`config.mk`:
```
export PLATFORM = sky130hd
export DESIGN_NAME = uart_cmd_wrapper
export DESIGN_NICKNAME = d
export VERILOG_FILES = /design/src/rtl/uart_cmd_wrapper.sv
export SDC_FILE = /design/constraint.sdc
export NUM_CORES = 1
export LEC_CHECK = 0
export ABC_AREA = 1
export CAP_MARGIN = 20
export CELL_PAD_IN_SITES_DETAIL_PLACEMENT = 1
export CELL_PAD_IN_SITES_GLOBAL_PLACEMENT = 1
export CORE_MARGIN = 5
export CORE_UTILIZATION = 35
export CTS_CLUSTER_SIZE = 25
export DETAILED_ROUTE_END_ITERATION = 10
export PLACE_DENSITY = 0.63
export SLEW_MARGIN = 20
export SYNTH_ARGS = -nofsm -noshare
export SYNTH_HDL_FRONTEND = slang
export SYNTH_SLANG_ARGS = --single-unit
```
`constraint.sdc`:
```
create_clock -name clk -period 2.5 [get_ports clk]
set_input_delay 0.375 -clock clk [delete_from_list [all_inputs] [get_ports clk]]
set_output_delay 0.375 -clock clk [all_outputs]
set_load 0.01 [all_outputs]
```
`src/rtl/uart_cmd_wrapper.sv`:
```
// 3-byte command responder over an 8-bit UART.
// Assembles {cmd, data_hi, data_lo} from RX and sends 1-byte responses on TX.
module uart_rx #(
  parameter int BAUD_DIV = 2604
) (
  input  logic       clk,
  input  logic       rst_n,
  input  logic       RX,
  input  logic       clr_rx_rdy,
  output logic [7:0] rx_data,
  output logic       rx_rdy
);
  localparam int BW = $clog2(BAUD_DIV + 1);
  localparam logic [BW-1:0] FULL = BW'(BAUD_DIV - 1);
  localparam logic [BW-1:0] HALF = BW'(BAUD_DIV / 2);

  logic          rx_m, rx_s, busy;
  logic [BW-1:0] cnt;
  logic [3:0]    bitn;
  logic [7:0]    sh;

  always_ff @(posedge clk or negedge rst_n) begin
    if (!rst_n) begin
      rx_m    <= 1'b1;
      rx_s    <= 1'b1;
      busy    <= 1'b0;
      cnt     <= '0;
      bitn    <= '0;
      sh      <= '0;
      rx_data <= '0;
      rx_rdy  <= 1'b0;
    end else begin
      rx_m <= RX;
      rx_s <= rx_m;
      if (clr_rx_rdy) rx_rdy <= 1'b0;
      if (!busy) begin
        if (!rx_s) begin
          busy <= 1'b1;
          cnt  <= HALF;
          bitn <= '0;
        end
      end else if (cnt != '0) begin
        cnt <= cnt - 1'b1;
      end else begin
        cnt  <= FULL;
        bitn <= bitn + 1'b1;
        // bit 0 is the start bit, 1..8 data LSB first, 9 the stop bit
        if (bitn == 4'd9) begin
          busy    <= 1'b0;
          rx_data <= sh;
          rx_rdy  <= 1'b1;
        end else if (bitn != 4'd0) begin
          sh <= {rx_s, sh[7:1]};
        end
      end
    end
  end
endmodule

module uart_tx #(
  parameter int BAUD_DIV = 2604
) (
  input  logic       clk,
  input  logic       rst_n,
  input  logic [7:0] tx_data,
  input  logic       trmt,
  output logic       TX,
  output logic       tx_done
);
  localparam int BW = $clog2(BAUD_DIV + 1);
  localparam logic [BW-1:0] FULL = BW'(BAUD_DIV - 1);

  logic          busy;
  logic [BW-1:0] cnt;
  logic [3:0]    bitn;
  logic [9:0]    sh;

  assign TX = sh[0];

  always_ff @(posedge clk or negedge rst_n) begin
    if (!rst_n) begin
      busy    <= 1'b0;
      cnt     <= '0;
      bitn    <= '0;
      sh      <= '1;
      tx_done <= 1'b0;
    end else begin
      tx_done <= 1'b0;
      if (trmt && !busy) begin
        sh   <= {1'b1, tx_data, 1'b0};
        busy <= 1'b1;
        cnt  <= FULL;
        bitn <= '0;
      end else if (busy) begin
        if (cnt != '0) begin
          cnt <= cnt - 1'b1;
        end else if (bitn == 4'd9) begin
          busy    <= 1'b0;
          tx_done <= 1'b1;
        end else begin
          sh   <= {1'b1, sh[9:1]};
          bitn <= bitn + 1'b1;
          cnt  <= FULL;
        end
      end
    end
  end
endmodule

module uart_cmd_wrapper #(
  parameter int TIMEOUT_CYCLES = 65535,
  parameter int BAUD_DIV       = 2604
) (
  input  logic        clk,
  input  logic        rst_n,
  input  logic        RX,
  output logic        TX,
  output logic [7:0]  cmd,
  output logic [15:0] data,
  output logic        cmd_rdy,
  input  logic        clr_cmd_rdy,
  input  logic [7:0]  resp,
  input  logic        send_resp,
  output logic        resp_sent
);
  localparam int TW =
    (TIMEOUT_CYCLES > 0) ? $clog2(TIMEOUT_CYCLES + 1) : 1;
  localparam logic [TW-1:0] TLIM =
    TW'((TIMEOUT_CYCLES > 0) ? TIMEOUT_CYCLES - 1 : 0);

  typedef enum logic [1:0] {IDLE, WAIT_HI, WAIT_LO} state_t;

  state_t        state, nxt;
  logic [7:0]    rx_data, b0, b1;
  logic          rx_rdy, clr_rx_rdy, tx_done, trmt, tx_busy;
  logic          cap0, cap1, done, tmo;
  logic [TW-1:0] tmr;

  uart_rx #(.BAUD_DIV(BAUD_DIV)) u_rx (
    .clk(clk), .rst_n(rst_n), .RX(RX), .clr_rx_rdy(clr_rx_rdy),
    .rx_data(rx_data), .rx_rdy(rx_rdy)
  );

  uart_tx #(.BAUD_DIV(BAUD_DIV)) u_tx (
    .clk(clk), .rst_n(rst_n), .tx_data(resp), .trmt(trmt),
    .TX(TX), .tx_done(tx_done)
  );

  assign trmt = send_resp && !tx_busy;

  always_comb begin
    nxt        = state;
    clr_rx_rdy = 1'b0;
    cap0       = 1'b0;
    cap1       = 1'b0;
    done       = 1'b0;
    tmo        = (TIMEOUT_CYCLES != 0) && (tmr == TLIM);
    unique case (state)
      IDLE: if (rx_rdy) begin
        clr_rx_rdy = 1'b1;
        cap0       = 1'b1;
        nxt        = WAIT_HI;
      end
      WAIT_HI: if (rx_rdy) begin
        clr_rx_rdy = 1'b1;
        cap1       = 1'b1;
        nxt        = WAIT_LO;
      end else if (tmo) begin
        nxt = IDLE;
      end
      WAIT_LO: if (rx_rdy) begin
        clr_rx_rdy = 1'b1;
        done       = 1'b1;
        nxt        = IDLE;
      end else if (tmo) begin
        nxt = IDLE;
      end
      default: nxt = IDLE;
    endcase
  end

  always_ff @(posedge clk or negedge rst_n) begin
    if (!rst_n) begin
      state     <= IDLE;
      tmr       <= '0;
      b0        <= '0;
      b1        <= '0;
      cmd       <= '0;
      data      <= '0;
      cmd_rdy   <= 1'b0;
      tx_busy   <= 1'b0;
      resp_sent <= 1'b0;
    end else begin
      state <= nxt;
      if (state == IDLE || cap0 || cap1 || done) tmr <= '0;
      else tmr <= tmr + 1'b1;
      if (cap0) b0 <= rx_data;
      if (cap1) b1 <= rx_data;
      if (done) begin
        cmd  <= b0;
        data <= {b1, rx_data};
      end
      // completion beats a same-cycle clear
      if (done) cmd_rdy <= 1'b1;
      else if (clr_cmd_rdy || cap0) cmd_rdy <= 1'b0;
      if (trmt) begin
        tx_busy   <= 1'b1;
        resp_sent <= 1'b0;
      end else if (tx_done) begin
        tx_busy   <= 1'b0;
        resp_sent <= 1'b1;
      end
    end
  end
endmodule

```
# After elaboration in Yosys (flattened, before gate mapping)
# Index checks and enable logic that the tools add are counted.
# totals
word_cells	112
register_bits	125
input_bits	13
out_inout_bits	27
# classes
bitwise_logic	2
reduce_logical	21
add_sub_neg	5
muxes	51
n_eq_ne	11
# op_table
cell	n
$mux 12	7
$mux 10	4
$mux 4	7
$mux 1	27
$reduce_bool 12->1	2
$sub 12x1->12 const B	2
$add 16x1->16 const B	1
$eq 16x16->1 const B	1
$mux 16	1
$add 4x1->4 const B	2
$eq 4x4->1 const B	2
$mux 2	4
$ne 2x1->1 const B	3
$pmux 2 s3	1
$reduce_and 3->1	2
$reduce_bool 2->1	3
$logic_or 1x1->1	4
$ne 2x2->1 const B	2
$reduce_and 2->1	2
$reduce_and 4->1	1
$reduce_bool 4->1	1
$ne 3x1->1 const B	1
$reduce_or 3->1	1
$eq 2x1->1 const B	1
5 further kinds	8

# Depth between registers and ports, before layout
# Gate-level depths: netlist (run 1).
# logic_depth
depth_word	7
ltp_mapped	12
mapped_depth_nobuf	12

# Cells and area by module
# A second synthesis (run 1) with hierarchy kept.
# hier_totals
cells_unflattened	716
hier_area_um2	6112.1
# modules_own_cells
module	cells_each	n_inst	area_per_inst_um2
uart_cmd_wrapper	277	1	2626.3
uart_rx	238	1	1851.8
uart_tx	201	1	1634.1

# Worst setup path after synthesis (run 1)
# OpenSTA, ideal clock, no wires.
# synth_path
kind	flip-flop to flip-flop
startpoint	reg u_tx.cnt[0]
endpoint	reg u_tx.bitn[3]
slack_ns	1.054
arrival_ns	1.330
n_path_buf	1
required_ns	2.384
synth_period_minus_slack_ns	1.446
stages_incl_launch_ff	11
path_cell_list	dfrtp_1 > inv_1 > ha_1 > inv_1 > nor2_1 > nand2_1 > nor2_2 > nand4_2 > buf_6 > nand3_1 > nand2_1
# synth_between
elab_chain_len	3
# synth_lines
element	line	text
from (decl)	74	logic [BW-1:0] cnt;
from (signal assigned)	96	cnt <= cnt - 1'b1;
$reduce_bool 12->1	95	if (cnt != '0) begin
$ne 2x1->1 (no line)	-	
$reduce_and 3->1 (no line)	-	
to (signal assigned)	102	bitn <= bitn + 1'b1;
to (decl)	75	logic [3:0] bitn;
# Every way passes these cells.
# A chain may end at the register's enable or synchronous reset.

# Final worst setup path (run 1)
# layout_path
startpoint	reg u_rx.cnt[0]
endpoint	reg u_rx.cnt[8]
# layout_between
elab_chain_len	3
elab_cells_between_ends	4
cone_classes	add/sub (1); mux (2); reduce/logical (1)
# layout_lines
element	line	text
from (decl)	18	logic [BW-1:0] cnt;
from (signal assigned)	43	cnt <= cnt - 1'b1;
$sub 12x1->12 / $reduce_bool 12->1 (equally long branches)	43, 42	
$mux 12 (*)	42	end else if (cnt != '0) begin
$mux 12 (*)	36	if (!busy) begin
# Every way passes the cells marked *; elsewhere a longest branch is shown, timed or not.

==> metrics.yaml, run 1 <==
status: "finished clean"
dr.pass1.iters: 4
crit_family: "simple AND/OR/NAND/NOR gates"
cp-end-kind: "flop"
ys_warn_count: 0
maxSlewHeadroom_pct: 56.0
fin_total_pwr_uw: 4460
die_x_um: 140
wl_per_cell_um: 14.9
crit_path_cell_trace: "inv_1 > ha_1 > inv_1 > nor2_1 > nand3_1 > nor2_1 > nand2_1 > nand2_1 > nor2_1"
p_leak_uw: 0.00331
port_buffers: 39
fin_crit_sh_pct: 75.3
io_pins: 40
cts_buffers: 17
viasPerCell: 4.82
postLayoutCoreUtil_pct: 43.1
num-fill-cells: 1999
whs_ns: 0.352
rr_startpoint: "u_rx.cnt[0]$_DFFE_PN0P_"
clk_path_buf_depth: 2
syn_inst: 712
fp.dieH_um: 140
critPathBufInv: 2
start_util_pct: 35.7
drc: 0
drive_above_1_share_pct: 12.0
period_minus_slack_ns: 1.88
syn_to_final_growth_pct: 20.7
routed_wl_mm: 14.8
grt_antenna_before_repair: 0
synth_nets: 736
nNetsFinal: 786
slowest_delay_ns: 0.36
synth_area_um2: 5920
core_um2: 16600
synth_cell_types: 36
rsz0062_at_grt: "no"
route.antenna.remaining_nets: 0
cts.repair.resized: 0
grt_max_degree: 76
crit_path_end: "u_rx.cnt[8]$_DFFE_PN0P_"
r2r_cells: 9
grt_pass1_vias: 5089
cts_tree: "done"
max_clock_freq_ghz: 0.531
ctsHtreeMaxLevel: 4
diodes: 0
p_per_area_nw_per_um2: 625
path_class: "flop to flop"
grt-ovfl-total: 0
fin_tns_setup_ns: 0
rows: 47
route.vias.total: 4791
crit_fanout: 8
cp_data_required_time_ns: 2.81
yosysSeqAreaShare_pct: 52.7
setup_viol: 0
routabilityCongestion: 0.806
hold_path.class: "primary input to flop"
avgSynthCellArea_um2: 8.31
worst_setup_path_start_kind: "flop"
path_depth: 9
ir_worst_vdd_uv: 396
rrSetupSlack_ns: 0.62
cp.arrival_ns: 2.20
grt_pass1_wl_mm: 25.5
die-area_um2: 19600
final_cell_mix: "nand2_1, dfrtp_1, inv_1, nor2_1, nand3_1"
drt_iter0_markers: 184
dp_hpwl_mm: 10.5
slew_violations: 0
r2r_end: "u_rx.cnt[8]$_DFFE_PN0P_"
critPathLaunch: "u_rx.cnt[0]$_DFFE_PN0P_"
layout_commonest_cell: "nand2_1"
drv_cap: 0
cpMostUsedCell: "nor2_1"
clock_latency_ns: 0.43
globalRouteTotalUtil_pct: 15.9
fin_worst_skew_ns: 0.0101
hold_viol_final: 0
clk_pin_slew_ns: 0.06
tightestPinTransition_ns: 0.660
ys_ff_latch: 124
cts_sinks: 124
critPathSlowestCell: "dfrtp_1"
root_buffer: "clkbuf_16"
==> report_power, final <==
group	switching [uW]	internal, uW	leakage, uW
clock network	991	1390	0.000262
registers	1.56	2010	0.00160
logic	46.7	27.2	0.00145
==> synth_stat cells (all sizes together) <==
master | n | area (um2)
nand4 | 9 | 62.6
a21oi | 19 | 95.1
clkbuf | 5 | 18.8
mux2i | 1 | 10.0
o21ai | 52 | 260
o211ai | 1 | 7.51
nor3 | 8 | 67.6
inv | 84 | 315
a22oi | 1 | 7.51
nand3 | 60 | 333
nand2 | 221 | 847
buf | 9 | 57.6
ha | 11 | 138
or2 | 4 | 25.0
dfrtp | 113 | 2830
o31ai | 2 | 15.0
xor2 | 7 | 61.3
dfstp | 11 | 289
nor2 | 79 | 332
mux2 | 8 | 90.1
nor4 | 1 | 6.26
nand3b | 1 | 11.3
xnor2 | 3 | 26.3
o21a | 2 | 15.0
==> metrics by stage <==
| stage | instances | instance area [um2] | setup slack, ns |
|---|---|---|---|
| after CTS | 995 | 7140 | 0.598 |
| after detailed placement | 962 | 6570 | 0.505 |
| after global placement | 962 | 6570 | 0.628 |
| after global routing | 995 | 7140 | 0.402 |
| after floorplan | 712 | 5920 | 1.05 |
| final | 995 | 7140 | 0.617 |
==> cell type report <==
type | instances | area (um2) | area share, %
Clock buffer | 18 | 429 | 6.01
Clock inverter | 14 | 136 | 1.91
Inverter | 84 | 315 | 4.41
Multi-Input combinational cell | 490 | 2410 | 33.7
Sequential cell | 124 | 3120 | 43.6
Tap cell | 220 | 275 | 3.85
Timing Repair Buffer | 45 | 460 | 6.45
==> per-layer routing <==
layer | GRT usage (%) | routed length, um | vias to the layer above
li1 | - | - | 2356
met1 | 20.1 | 6800 | 2370
met2 | 26.7 | 7400 | 41
met3 | 3.68 | 337 | 24
met4 | 5.56 | 246 | 0
met5 | 0 | 0 | -
==> worst reg2reg max path, delay by kind of cell, from the launching register on <==
family	cells	cell delay, ns
fa+ha+maj	1	0.22
buf+inv	2	0.24
flops	1	0.36
simple gates	6	0.95
==> how the worst min path moves through the flow <==
stage,start,endpoint,depth (start not counted)
6_report,RX,u_rx.rx_m$_DFF_PN1_,1
5_1_grt,RX,u_rx.rx_m$_DFF_PN1_,1
4_1_cts,RX,u_rx.rx_m$_DFF_PN1_,1
3_5_place_dp,u_rx.rx_m$_DFF_PN1_,u_rx.rx_s$_DFF_PN1_,0
3_3_place_gp,u_rx.rx_m$_DFF_PN1_,u_rx.rx_s$_DFF_PN1_,0
2_1_floorplan,rst_n,b0[0]$_DFFE_PN0P_,0
==> cells by family (layout without fill, tap and decap cells) <==
family                     after synthesis  in the layout  synth area share, %
DFF                                    124            124                 52.7
muxes                                    9              9                 1.69
xor gates and xnor gates                10             10                 1.48
adders and majority gates               11             11                 2.33
and+or+nand+nor                        383            383                 28.5
AOI/OAI and AO/OA                       77             77                 6.77
buffers and inverters                   98            161                 6.62
==> what timing repair did <==
action | 4_1_cts | 5_1_grt
setup buffers | 0 | 0
endpoints found under the hold margin | 38 | 0
hold buffers | 1 | 0
==> registers in the layout, indices dropped and copies added (netlist names), 2 cells and up <==
| signal | cells |
|---|---|
| u_rx.bitn | 4 |
| b0 | 8 |
| data | 16 |
| u_tx.bitn | 4 |
| u_rx.rx_data | 8 |
| state | 2 |
| b1 | 8 |
| cmd | 8 |
| u_rx.sh | 8 |
| u_tx.sh | 9 |
| tmr | 16 |
| u_tx.cnt | 12 |
| u_rx.cnt | 12 |
Power figures use the tool's default switching activity.
==> inputs of run 2 (changes only) <==
--- a/config.mk
+++ b/config.mk
@@ -13,7 +13,7 @@
 export CORE_UTILIZATION = 35
 export CTS_CLUSTER_SIZE = 25
 export DETAILED_ROUTE_END_ITERATION = 10
-export PLACE_DENSITY = 0.63
+export PLACE_DENSITY = 0.65
 export SLEW_MARGIN = 20
 export SYNTH_ARGS = -nofsm -noshare
 export SYNTH_HDL_FRONTEND = slang
==> constraint.sdc (replaced) <==
create_clock -name clk -period 1.6 [get_ports clk]
set_input_delay 0.24 -clock clk [delete_from_list [all_inputs] [get_ports clk]]
set_output_delay 0.24 -clock clk [all_outputs]
set_load 0.01 [all_outputs]
==> run 2 against run 1 <==
  * Sequential share of layout area shrank 3.3 points
  * Clock skew down 0.0021 ns
  * Flip-flop and latch count unchanged
  * Count of clock-buffer cells in the layout fell by 1
  * Fmax rose by 21%
==> metrics.yaml, run 2 (synthesized netlist as in run 1, its figures left out) <==
status: "finished clean"
core_um2: 16600  # unchanged
fp.dieH_um: 140  # unchanged
p_per_area_nw_per_um2: 876  # +40%
worst_setup_path_start_kind: "flop"
hold_path.class: "primary input to flop"
path_class: "flop to flop"
maxSlewHeadroom_pct: 72.2  # +16 points
cts_sinks: 124  # unchanged
dp_hpwl_mm: 10.7  # +1.8%
reg_top3: "data (16), tmr (16)"
max_clock_freq_ghz: 0.644  # +21%
period_minus_slack_ns: 1.55  # -0.330 ns
viasPerCell: 4.77  # -0.97%
root_buffer: "clkbuf_16"
route.vias.total: 4878  # +1.8%
cp.arrival_ns: 1.91  # -0.29 ns
setup_viol: 0  # unchanged
final_cell_mix: "nand2_1, dfrtp_1, inv_1, nor2_1, o21ai_0"
syn_to_final_growth_pct: 30.7
ctsHtreeMaxLevel: 4  # unchanged
slowest_delay_ns: 0.40  # +0.04 ns
cts_buffers: 17  # unchanged
globalRouteTotalUtil_pct: 15.8  # -0.10 points
num-fill-cells: 1950  # -2.5%
crit_fanout: 8  # unchanged
io_pins: 40  # unchanged
cts_tree: "done"
fin_worst_skew_ns: 0.00805  # -0.00209 ns
dp.cells: 986  # +2.5%
stdcell_count: 1023  # +2.8%
drc: 0  # unchanged
routabilityCongestion: 0.824  # +2.3%
port_buffers: 39  # unchanged
grt_pass1_vias: 5193  # +2.0%
route.antenna.remaining_nets: 0  # unchanged
grt_pass1_wl_mm: 25.2  # -1.3%
fin_crit_sh_pct: 97.1  # +22 points
clk_path_buf_depth: 2  # unchanged
p_leak_uw: 0.00382  # +15%
drt_iter0_markers: 193  # +4.9%
grt_max_degree: 51  # -33%
crit_path_cell_trace: "inv_2 > ha_4 > inv_2 > nor2_4 > nand2_2 > nor2_4 > nand4_4 > buf_12 > nand2_8 > nand2_2 > nand2_1"
grt_antenna_before_repair: 0  # unchanged
layout_commonest_cell: "nand2_1"
hold_viol_final: 0  # unchanged
tightestPinTransition_ns: 0.417  # -0.244 ns
ir_worst_vdd_uv: 725  # +83%
clk_pin_slew_ns: 0.06  # about the same
rows: 47  # unchanged
dr.pass1.iters: 4  # unchanged
diodes: 0  # unchanged
cp-end-kind: "flop"
rsz0062_at_grt: "yes"
die_x_um: 140  # unchanged
nNetsFinal: 815  # +3.7%
drv_cap: 0  # unchanged
critPathSlowestCell: "dfrtp_1"
clock_latency_ns: 0.42  # about the same
start_util_pct: 35.7  # unchanged
routed_wl_mm: 15.2  # +3.0%
postLayoutCoreUtil_pct: 46.6  # +3.6 points
drive_above_1_share_pct: 22.9  # +11 points
grt-ovfl-total: 0  # unchanged
wl_per_cell_um: 14.9  # +0.23%
cp_data_required_time_ns: 1.96  # -0.85 ns
die-area_um2: 19600  # unchanged
slew_violations: 0  # unchanged
## run 2: cell count changes in the layout (fill, tap and decap cells not counted), sizes merged
cell,delta
inv,-2
dlygate4sd2,+12
bufinv,-1
dlymetal6s2s,+11
clkdlybuf4s50,-23
clkinv,+4
buf,+28
clkinvlp,-1
## run 2: critical path: cells and delay by family (launching register included)
kind	cells	cell delay, ns
simple gates	7	0.63
flops	1	0.40
buf+inv	3	0.31
fa+ha+maj	1	0.14
## run 2: per-layer routing
layer,vias to the layer above,share of wire [%],GRT usage (%)
met2,45,50,26.8
li1,2414,-,-
met1,2405,46,19.9
met5,-,0,0
met4,0,1.1,4.39
met3,14,2.3,4.19
## run 2: final timing paths
kind,end,startpoint,depth (start not counted),slack (ns)
worst max register to register,u_tx.bitn[3]$_DFFE_PN0P_,u_tx.cnt[1]$_DFFE_PN0P_,11,0.05
worst min register to register,u_rx.rx_s$_DFF_PN1_,u_rx.rx_m$_DFF_PN1_,0,0.36
worst max-delay path,u_tx.bitn[3]$_DFFE_PN0P_,u_tx.cnt[1]$_DFFE_PN0P_,11,0.05
worst min-delay path,u_rx.rx_m$_DFF_PN1_,RX,1,0.23
min in group asynchronous,u_rx.cnt[10]$_DFFE_PN0P_,rst_n,2,0.32
max in group asynchronous,b0[7]$_DFFE_PN0P_,rst_n,3,0.68
## run 2: per-stage QoR
| stage | cell area (um2) | TNS [ns] | setup slack (ns) | power [uW] | hold WS [ns] |
|---|---|---|---|---|---|
| floorplan | 5920 | 0 | 0.154 | 3210 | -0.0556 |
| global placement | 6790 | 0 | 0.0294 | 3320 | 0.213 |
| detailed placement | 6790 | -0.111 | -0.0280 | 3320 | 0.214 |
| CTS | 7330 | 0 | 0.000343 | 6900 | 0.209 |
| global route | 7730 | -0.365 | -0.0372 | 7080 | 0.217 |
| finish | 7730 | 0 | 0.0462 | 6780 | 0.228 |
## run 2: timing repair
action                                 CTS  global route
gates cloned                             0             1
endpoints found under the hold margin   16             0
setup buffers                            0             5
pin swaps                                0            23
hold buffers                             1             0
resized for setup                       15            93
setup endpoints to repair               17            69
## run 2: layout make-up
class / instances / area, um2 / share of cell area (%)
multi-input combinational: 490 / 2710 / 35.0
timing repair buffer: 74 / 771 / 9.96
sequential: 124 / 3120 / 40.4
clock inverter: 14 / 116 / 1.50
inverter: 84 / 315 / 4.08
tap: 220 / 275 / 3.56
clock buffer: 17 / 425 / 5.50
## run 2: where the power goes
part / switching [uW] / internal (uW)
clock: 1520 / 2000
sequential: 2.71 / 3140
combinational: 72.6 / 42.2
